### src/rtl/core_pkg.sv
// Shared types and constants for the multicycle core control path.
package core_pkg;

    // Controller sequencing states.
    typedef enum logic [3:0] {
        S_FETCH    = 4'd0,
        S_DECODE   = 4'd1,
        S_EXEC_DP  = 4'd2,
        S_DP_WB    = 4'd3,
        S_MEM_ADDR = 4'd4,
        S_MEM_RD   = 4'd5,
        S_MEM_WR   = 4'd6,
        S_LD_WB    = 4'd7,
        S_BRANCH   = 4'd8
    } state_t;

    // Instruction class from bits [27:26].
    typedef enum logic [1:0] {
        CLS_DP     = 2'b00,
        CLS_MEM    = 2'b01,
        CLS_BRANCH = 2'b10,
        CLS_UNDEF  = 2'b11
    } instr_class_t;

    // ARM condition field encoding; NV (1111) is treated as never.
    typedef enum logic [3:0] {
        COND_EQ = 4'h0, COND_NE = 4'h1, COND_CS = 4'h2, COND_CC = 4'h3,
        COND_MI = 4'h4, COND_PL = 4'h5, COND_VS = 4'h6, COND_VC = 4'h7,
        COND_HI = 4'h8, COND_LS = 4'h9, COND_GE = 4'hA, COND_LT = 4'hB,
        COND_GT = 4'hC, COND_LE = 4'hD, COND_AL = 4'hE, COND_NV = 4'hF
    } cond_t;

    // Register file write-data source select.
    typedef enum logic [1:0] {
        WD_ALU  = 2'd0,
        WD_MEM  = 2'd1,
        WD_LINK = 2'd2
    } wd_src_t;

    localparam logic [3:0] ALU_ADD = 4'b0100;
    localparam logic [3:0] ALU_SUB = 4'b0010;
    localparam logic [3:0] ALU_TST = 4'b1000;
    localparam logic [3:0] ALU_TEQ = 4'b1001;
    localparam logic [3:0] ALU_CMP = 4'b1010;
    localparam logic [3:0] ALU_CMN = 4'b1011;

    // Compare-class opcodes only set flags and never write a register.
    function automatic logic is_compare(input logic [3:0] op);
        return (op == ALU_TST) || (op == ALU_TEQ) ||
               (op == ALU_CMP) || (op == ALU_CMN);
    endfunction

endpackage

### src/rtl/cond_check.sv
// Combinational ARM condition evaluator; nzcv = {N, Z, C, V}.
module cond_check
    import core_pkg::*;
(
    input  logic [3:0] cond,
    input  logic [3:0] nzcv,
    output logic       pass
);

    logic  n, z, c, v;
    cond_t cond_e;

    assign {n, z, c, v} = nzcv;
    assign cond_e       = cond_t'(cond);

    // Evaluate the condition against the flags.
    always_comb begin
        pass = 1'b0;
        case (cond_e)
            COND_EQ: pass = z;
            COND_NE: pass = ~z;
            COND_CS: pass = c;
            COND_CC: pass = ~c;
            COND_MI: pass = n;
            COND_PL: pass = ~n;
            COND_VS: pass = v;
            COND_VC: pass = ~v;
            COND_HI: pass = c & ~z;
            COND_LS: pass = ~c | z;
            COND_GE: pass = (n == v);
            COND_LT: pass = (n != v);
            COND_GT: pass = ~z & (n == v);
            COND_LE: pass = z | (n != v);
            COND_AL: pass = 1'b1;
            default: pass = 1'b0;
        endcase
    end

endmodule

### src/rtl/multicycle_controller.sv
// Multicycle fetch/decode/execute controller with shared memory port,
// NZCV flag register and retired-instruction counter.
// Memory handshake: mem_req_o/mem_we_o/mem_addr_src_o are held stable while
// waiting; a transfer completes on the edge where mem_req_o and mem_ready_i
// are both 1; mem_ready_i without a request is ignored.
module multicycle_controller
    import core_pkg::*;
#(
    parameter int COUNT_WIDTH = 32
) (
    input  logic                   clk,
    input  logic                   reset_ni,
    input  logic [31:0]            instr_i,
    input  logic [3:0]             alu_nzcv_i,
    input  logic                   mem_ready_i,
    output logic                   ir_write_o,
    output logic                   pc_write_o,
    output logic                   pc_src_o,
    output logic                   mem_req_o,
    output logic                   mem_we_o,
    output logic                   mem_addr_src_o,
    output logic [3:0]             alu_op_o,
    output logic                   alu_b_src_o,
    output logic                   reg_write_o,
    output logic [1:0]             reg_wd_src_o,
    output logic [3:0]             flags_o,
    output logic                   illegal_o,
    output logic [COUNT_WIDTH-1:0] instret_o
);

    state_t                 state_q, state_d;
    logic [3:0]             flags_q;
    logic [COUNT_WIDTH-1:0] instret_q;
    logic                   retire;
    logic                   flags_load;
    logic                   cond_pass;

    instr_class_t           cls;
    logic [3:0]             opcode;
    logic                   i_bit, s_bit, u_bit, l_bit, link_bit;
    logic                   rd_is_pc;
    logic                   unused_instr_bits;

    assign cls      = instr_class_t'(instr_i[27:26]);
    assign i_bit    = instr_i[25];
    assign opcode   = instr_i[24:21];
    assign s_bit    = instr_i[20];
    assign u_bit    = instr_i[23];
    assign l_bit    = instr_i[20];
    assign link_bit = instr_i[24];
    assign rd_is_pc = (instr_i[15:12] == 4'hF);

    assign unused_instr_bits = ^{instr_i[19:16], instr_i[11:0]};

    cond_check u_cond_check (
        .cond (instr_i[31:28]),
        .nzcv (flags_q),
        .pass (cond_pass)
    );

    // State register; reset lands in FETCH asynchronously.
    always_ff @(posedge clk or negedge reset_ni) begin
        if (!reset_ni) state_q <= S_FETCH;
        else           state_q <= state_d;
    end

    // Next-state and Moore output decode; FETCH request is masked during reset.
    always_comb begin
        state_d        = state_q;
        ir_write_o     = 1'b0;
        pc_write_o     = 1'b0;
        pc_src_o       = 1'b0;
        mem_req_o      = 1'b0;
        mem_we_o       = 1'b0;
        mem_addr_src_o = 1'b0;
        alu_op_o       = 4'b0000;
        alu_b_src_o    = 1'b0;
        reg_write_o    = 1'b0;
        reg_wd_src_o   = WD_ALU;
        illegal_o      = 1'b0;
        retire         = 1'b0;
        flags_load     = 1'b0;
        case (state_q)
            S_FETCH: begin
                mem_req_o = reset_ni;
                if (reset_ni && mem_ready_i) begin
                    ir_write_o = 1'b1;
                    pc_write_o = 1'b1;
                    state_d    = S_DECODE;
                end
            end
            S_DECODE: begin
                if (!cond_pass) begin
                    retire  = 1'b1;
                    state_d = S_FETCH;
                end else begin
                    case (cls)
                        CLS_DP:     state_d = S_EXEC_DP;
                        CLS_MEM:    state_d = S_MEM_ADDR;
                        CLS_BRANCH: state_d = S_BRANCH;
                        default: begin
                            illegal_o = 1'b1;
                            state_d   = S_FETCH;
                        end
                    endcase
                end
            end
            S_EXEC_DP: begin
                alu_op_o    = opcode;
                alu_b_src_o = i_bit;
                flags_load  = s_bit;
                if (is_compare(opcode)) begin
                    retire  = 1'b1;
                    state_d = S_FETCH;
                end else begin
                    state_d = S_DP_WB;
                end
            end
            S_DP_WB: begin
                if (rd_is_pc) begin
                    pc_write_o = 1'b1;
                    pc_src_o   = 1'b1;
                end else begin
                    reg_write_o = 1'b1;
                end
                retire  = 1'b1;
                state_d = S_FETCH;
            end
            S_MEM_ADDR: begin
                alu_op_o    = u_bit ? ALU_ADD : ALU_SUB;
                alu_b_src_o = 1'b1;
                state_d     = l_bit ? S_MEM_RD : S_MEM_WR;
            end
            S_MEM_RD: begin
                mem_req_o      = 1'b1;
                mem_addr_src_o = 1'b1;
                if (mem_ready_i) state_d = S_LD_WB;
            end
            S_MEM_WR: begin
                mem_req_o      = 1'b1;
                mem_addr_src_o = 1'b1;
                mem_we_o       = 1'b1;
                if (mem_ready_i) begin
                    retire  = 1'b1;
                    state_d = S_FETCH;
                end
            end
            S_LD_WB: begin
                reg_write_o  = 1'b1;
                reg_wd_src_o = WD_MEM;
                retire       = 1'b1;
                state_d      = S_FETCH;
            end
            S_BRANCH: begin
                alu_op_o   = ALU_ADD;
                pc_write_o = 1'b1;
                pc_src_o   = 1'b1;
                if (link_bit) begin
                    reg_write_o  = 1'b1;
                    reg_wd_src_o = WD_LINK;
                end
                retire  = 1'b1;
                state_d = S_FETCH;
            end
            default: state_d = S_FETCH;
        endcase
    end

    // Architectural flags and retired-instruction counter.
    always_ff @(posedge clk or negedge reset_ni) begin
        if (!reset_ni) begin
            flags_q   <= 4'b0000;
            instret_q <= '0;
        end else begin
            if (flags_load) flags_q <= alu_nzcv_i;
            if (retire)     instret_q <= instret_q + COUNT_WIDTH'(1);
        end
    end

    assign flags_o   = flags_q;
    assign instret_o = instret_q;

endmodule

### config.mk
export PLATFORM = sky130hd
export DESIGN_NAME = multicycle_controller
export DESIGN_NICKNAME = d
export VERILOG_FILES = /design/src/rtl/core_pkg.sv /design/src/rtl/cond_check.sv /design/src/rtl/multicycle_controller.sv
export SDC_FILE = /design/constraint.sdc
export NUM_CORES = 1
export LEC_CHECK = 0
export CAP_MARGIN = 30
export CORE_MARGIN = 5
export CORE_UTILIZATION = 41
export CTS_BUF_LIST = sky130_fd_sc_hd__clkbuf_8
export CTS_CLUSTER_SIZE = 14
export DETAILED_ROUTE_END_ITERATION = 16
export PLACE_DENSITY_LB_ADDON = 0.12
export SYNTH_ARGS = -nofsm -noshare
export SYNTH_HDL_FRONTEND = slang
export SYNTH_SLANG_ARGS = --single-unit
### constraint.sdc
create_clock -name clk -period 3.05 [get_ports clk]
set_input_delay 0.915 -clock clk [delete_from_list [all_inputs] [get_ports clk]]
set_output_delay 0.915 -clock clk [all_outputs]
set_load 0.02 [all_outputs]
# After elaboration in Yosys (flattened, before gate mapping)
# Cells that the tools add are included.
[classes] addsub=1 n_eq_ne=34 muxes=33 bitwise_logic=8 reduce_logical=11
[ops] op="4-bit equality test, second input constant" count=13
[ops] op="32-bit by 1-bit adder with 32-bit output, second input constant" count=1
[ops] op="4-bit by 3-bit equality test with 1-bit output, second input constant" count=8
[ops] op="4-bit case mux with 3 select lines" count=2
[ops] op="4-bit case mux with 6 select lines" count=1
[ops] op="4-bit by 2-bit equality test with 1-bit output, second input constant" count=4
[ops] op="4-bit two-way mux" count=4
[ops] op="1-bit case mux with 15 select lines" count=1
[ops] op="1-bit two-way mux" count=14
[ops] op="4-bit by 1-bit equality test with 1-bit output, second input constant" count=2
[ops] op="4-bit logical NOT" count=2
[ops] op="2-bit two-way mux" count=3
[ops] op="2-bit != test, second input constant" count=3
[ops] op="1-bit case mux with 2 select lines" count=3
[ops] op="1-bit case mux with 3 select lines" count=2
[ops] op="3-bit OR reduction" count=2
[ops] op="1-bit NOT" count=4
[ops] op="1-bit case mux with 4 select lines" count=1
[ops] op="2-bit case mux with 2 select lines" count=1
[ops] op="1-bit logical OR" count=3
[ops] op="3-bit two-way mux" count=1
[ops] op="3-bit AND reduction" count=1
[ops] op="1-bit bitwise AND" count=2
[ops] op="2-bit by 1-bit equality test with 1-bit output, second input constant" count=1
[ops] op="other kinds (7)" count=8
[word_totals] register_bits=40 in_bits=39 output_inout_bits=51 word_cells=90

# Longest topological paths before layout
[depth] ltp_word=6 depth_mapped=9 ltp_nobuf=7

# Modules after synthesis
# Synthesis repeated with hierarchy kept, for this count alone.
[hier_totals] cells_unflattened=257 hier_area_um2=2453.6
[by_module_without_submodules] module="multicycle_controller" n_inst=1 cells_each=229 area_each_um2=2259.7 seq_area_each_um2=1001.0
[by_module_without_submodules] module="cond_check" n_inst=1 cells_each=28 area_each_um2=193.9 seq_area_each_um2=0.0

# Worst setup path before layout
# OpenSTA, ideal clock, no wires.
[synth_timing] path_kind="input to output" startpoint="input port instr_i[29]" endpoint="output port illegal_o" t_arrival_ns=2.438 path_slack_ns=-0.303 path_stages=6 path_buffers=0 cell_sequence="mux2_2 or3_1 a21oi_1 a221o_1 nand4_1 nor3_1"
[synth_via] elab_chain_cells=4
[synth_lines] item="start, declared" line="multicycle_controller.sv:13" rtl="input logic [31:0] instr_i,"
[synth_lines] item="4-bit equality test, or another cell as far along" line="cond_check.sv:19" rtl="case (cond_e)"
[synth_lines] item="1-bit case mux with 15 select lines *" line="cond_check.sv:19"
[synth_lines] item="1-bit two-way mux *" line="multicycle_controller.sv:93" rtl="if (!cond_pass) begin"
[synth_lines] item="1-bit two-way mux *" line="multicycle_controller.sv:83" rtl="case (state_q)"
[synth_lines] item="end, declared" line="multicycle_controller.sv:27" rtl="output logic illegal_o,"
# Every way passes the cells marked *; elsewhere a longest branch is shown, timed or not.

# Worst setup path after layout
# Ends and elaborated chain as after synthesis.

==> reports/qor.txt <==
# rows: 27
Io pins: 90
RSZ-0062 raised after global routing: yes
Fmax: 303 MHz
Largest family of logic cells by synthesized area: simple AND/OR/NAND/NOR gates
CP most frequent cell: buf_6
Adder-Cell Fraction of Synth Area: 0.00540
Largest net degree at the start of global routing: 41
Global-route wire length before repair: 9.72 mm
GRT Total Usage: 0.163
Final ANT Viol Nets: 0
Failing checks: setup timing
Clk_skew: 0.0108 ns
Critical path depth: 8
IO buf count: 73
Vias: 2179
Die Span Y: 85.2 um
CP endpoint kind: primary output
CP delay by family, top: simple AND/OR/NAND/NOR gates
Cells after Synth: 247
Register area share after synthesis: 0.432
CTS Buffer Depth: 2
Full die area: 7250 um2
Xor and xnor area share after synthesis: 0.121
Max-slew violations: 0
Worst path cell trace: buf_6 -> mux2_4 -> or3_4 -> a21oi_2 -> a221o_1 -> nand4_1 -> nor3_4 -> buf_6
Final total power: 0.00238 W
Predominant post-synthesis flop cell: dfrtp_1
Final Hold Viols: 0
Setup ws final: -0.247 ns
Max_cap viols: 0
Least-Margin Pin Slew: 0.601 ns
Top-count cell post-synth: dfrtp_1
Number of global-route vias before repair: 2119
Async SR Flop Fraction: 1.00
Simple-gate portion of the synthesized area: 0.272
Hold-fix buffers, CTS: 0
Critical path launch point type: input pin
Slowest cell on the critical path: or3_4
Die Span X: 85.2 um
Synth Cell Area: 2320 um2
Min-Delay Path Class: flip-flop to flip-flop
Final period util: 1.08
Worst vdd ir: 339 uV
Num Clock Sinks: 40
Kind of critical path: input pin to primary output
Rel. slew slack: 0.600
Yosys reg bits: 40
Routed Wire Length: 5.83 mm
DRC: 0
Initial antenna violation count: 0
CTS HTree Levels: 2
EDFF count, synth: 0
Wire length per cell: 14.0 um
Setup violators final: 1
CTS tree: done
Post-synthesis compound-gate area fraction: 0.0972
Area Growth Syn to Fin: 49.3%
Synth top area cells: dfrtp_1, xnor2_1, nand4_1, and3_1, nor2_1
Post-synth top cells: dfrtp_1, xnor2_1, nor2_1
Post-route minimum period: 3.30 ns
Worst skew pair latency: 0.30 ns
Initial Util: 0.421
P per Cell Area: 689 nW/um2
Crit path max fanout: 2
Synthesized area per cell: 9.38 um2
Pleak: 1.58 nW
Core area: 5510 um2
Worst Path Required: 2.13 ns
Arr. time, crit path: 2.38 ns
Num CTS Buffers: 5
CTS Root Cell: clkbuf_8
Synth warn: 0
Routability Congestion: 0.821
TritonRoute pass-1 iters: 4
Vias per cell: 5.25
Post-DP HPWL: 4.43 mm
CTS clk-pin slew, worst paths: 0.07 ns
Syn nets: 287
Nets: 382
Run status: finished, violations left
First DRT Iteration DRCs: 143
Gr ovfl total: 0
Post-synthesis mux area share: 0.0335
Worst path max stage delay: 0.33 ns
Hold path cells: 1
Fin Hold WS: 0.468 ns
Most area-hungry cell type in the Yosys netlist: dfrtp_1
Bufs and invs on worst path: 2
Share of cells above drive strength 1: 0.175
Post-synthesis cell type count: 43
Ant diodes: 0
Worst r2r path cells: 10
Synth top area share: 0.432
==> cell usage in the layout, fill, tap and decap left out, drive strengths merged, types with 3 or more instances in the layout <==
cell	instances
dfrtp	40
and3	12
a31oi	3
buf	34
nor2b	6
and4	3
xor2	5
nand3	13
clkdlybuf4s50	52
nor3	5
clkbuf	8
and2	5
inv	9
dlymetal6s2s	6
o21ai	5
a21oi	8
nand4	18
nand2	16
xnor2	27
dlygate4sd2	6
mux2	6
nor2	19
nand2b	6
==> repair_timing <==
item | CTS | global route
setup buffers | 2 | 2
gates cloned | 0 | 1
endpoints found under the setup margin | 42 | 35
gates resized for setup | 34 | 33
pin swaps | 3 | 15
==> flip-flops by register name, indices dropped and copies added (netlist names) <==
name,flops
flags_o,4
state_q,4
instret_o,32
==> kinds of logic after synthesis <==
kind of cell,Yosys count
mux,7
fa+ha+maj,1
flops,40
simple gates,113
xor+xnor,32
compound gates,32
buf+inv,22
==> through the flow <==
| step | instances | setup WS, ns | setup TNS (ns) | instance area [um2] | util |
|---|---|---|---|---|---|
| finish | 415 | -0.247 | -0.247 | 3460 | 0.628 |
| global route | 415 | -0.314 | -0.314 | 3460 | 0.628 |
| CTS | 415 | -0.339 | -0.339 | 3400 | 0.618 |
| detailed placement | 405 | -1.16 | -20.01 | 3290 | 0.598 |
| global placement | 405 | -1.11 | -19.09 | 3290 | 0.598 |
| floorplan | 247 | -0.120 | -0.120 | 2330 | - |
==> path summary, 6_finish.rpt <==
path	startpoint	endpoint	slack, ns
worst max-delay path	instr_i[29]	illegal_o	-0.25
worst min-delay path	instret_o[31]$_DFFE_PN0P_	instret_o[31]$_DFFE_PN0P_	0.47
worst max register to register	flags_o[0]$_DFFE_PN0P_	instret_o[26]$_DFFE_PN0P_	0.30
worst min register to register	instret_o[31]$_DFFE_PN0P_	instret_o[31]$_DFFE_PN0P_	0.47
max in group asynchronous	reset_ni	instret_o[26]$_DFFE_PN0P_	1.98
min in group asynchronous	reset_ni	instret_o[11]$_DFFE_PN0P_	0.71
==> routing by layer <==
layer | up-vias | GRT usage | share of wire
met2 | 49 | 0.268 | 0.49
met4 | 0 | 0.0518 | 0.011
met1 | 1048 | 0.217 | 0.46
li1 | 1074 | - | -
met5 | - | 0 | 0
met3 | 8 | 0.0320 | 0.044
==> cell type report <==
type | count | area [um2]
repair buffers | 101 | 957
inverters | 9 | 33.8
multi-input cells | 185 | 1280
well taps | 72 | 90.1
flip-flops and latches | 40 | 1000
clock inverters | 2 | 10.0
clock buffers | 6 | 82.6
fillers | 484 | 2050
==> power breakdown <==
| part | internal, W | switching, W |
|---|---|---|
| registers | 0.000616 | 0.000134 |
| clock network | 0.000181 | 0.000183 |
| logic | 0.000613 | 0.000656 |
==> worst register-to-register path, stage by stage, from the launching register on <==
cell and delay (ns):
dfrtp_1 0.40, xnor2_1 0.29, a22oi_2 0.14, a221o_1 0.35, a221o_1 0.34, buf_4 0.16, o41ai_4 0.36, buf_6 0.17
buf_4 0.16, nand4_1 0.12, xnor2_1 0.15
(Power assumes the default switching activity.)
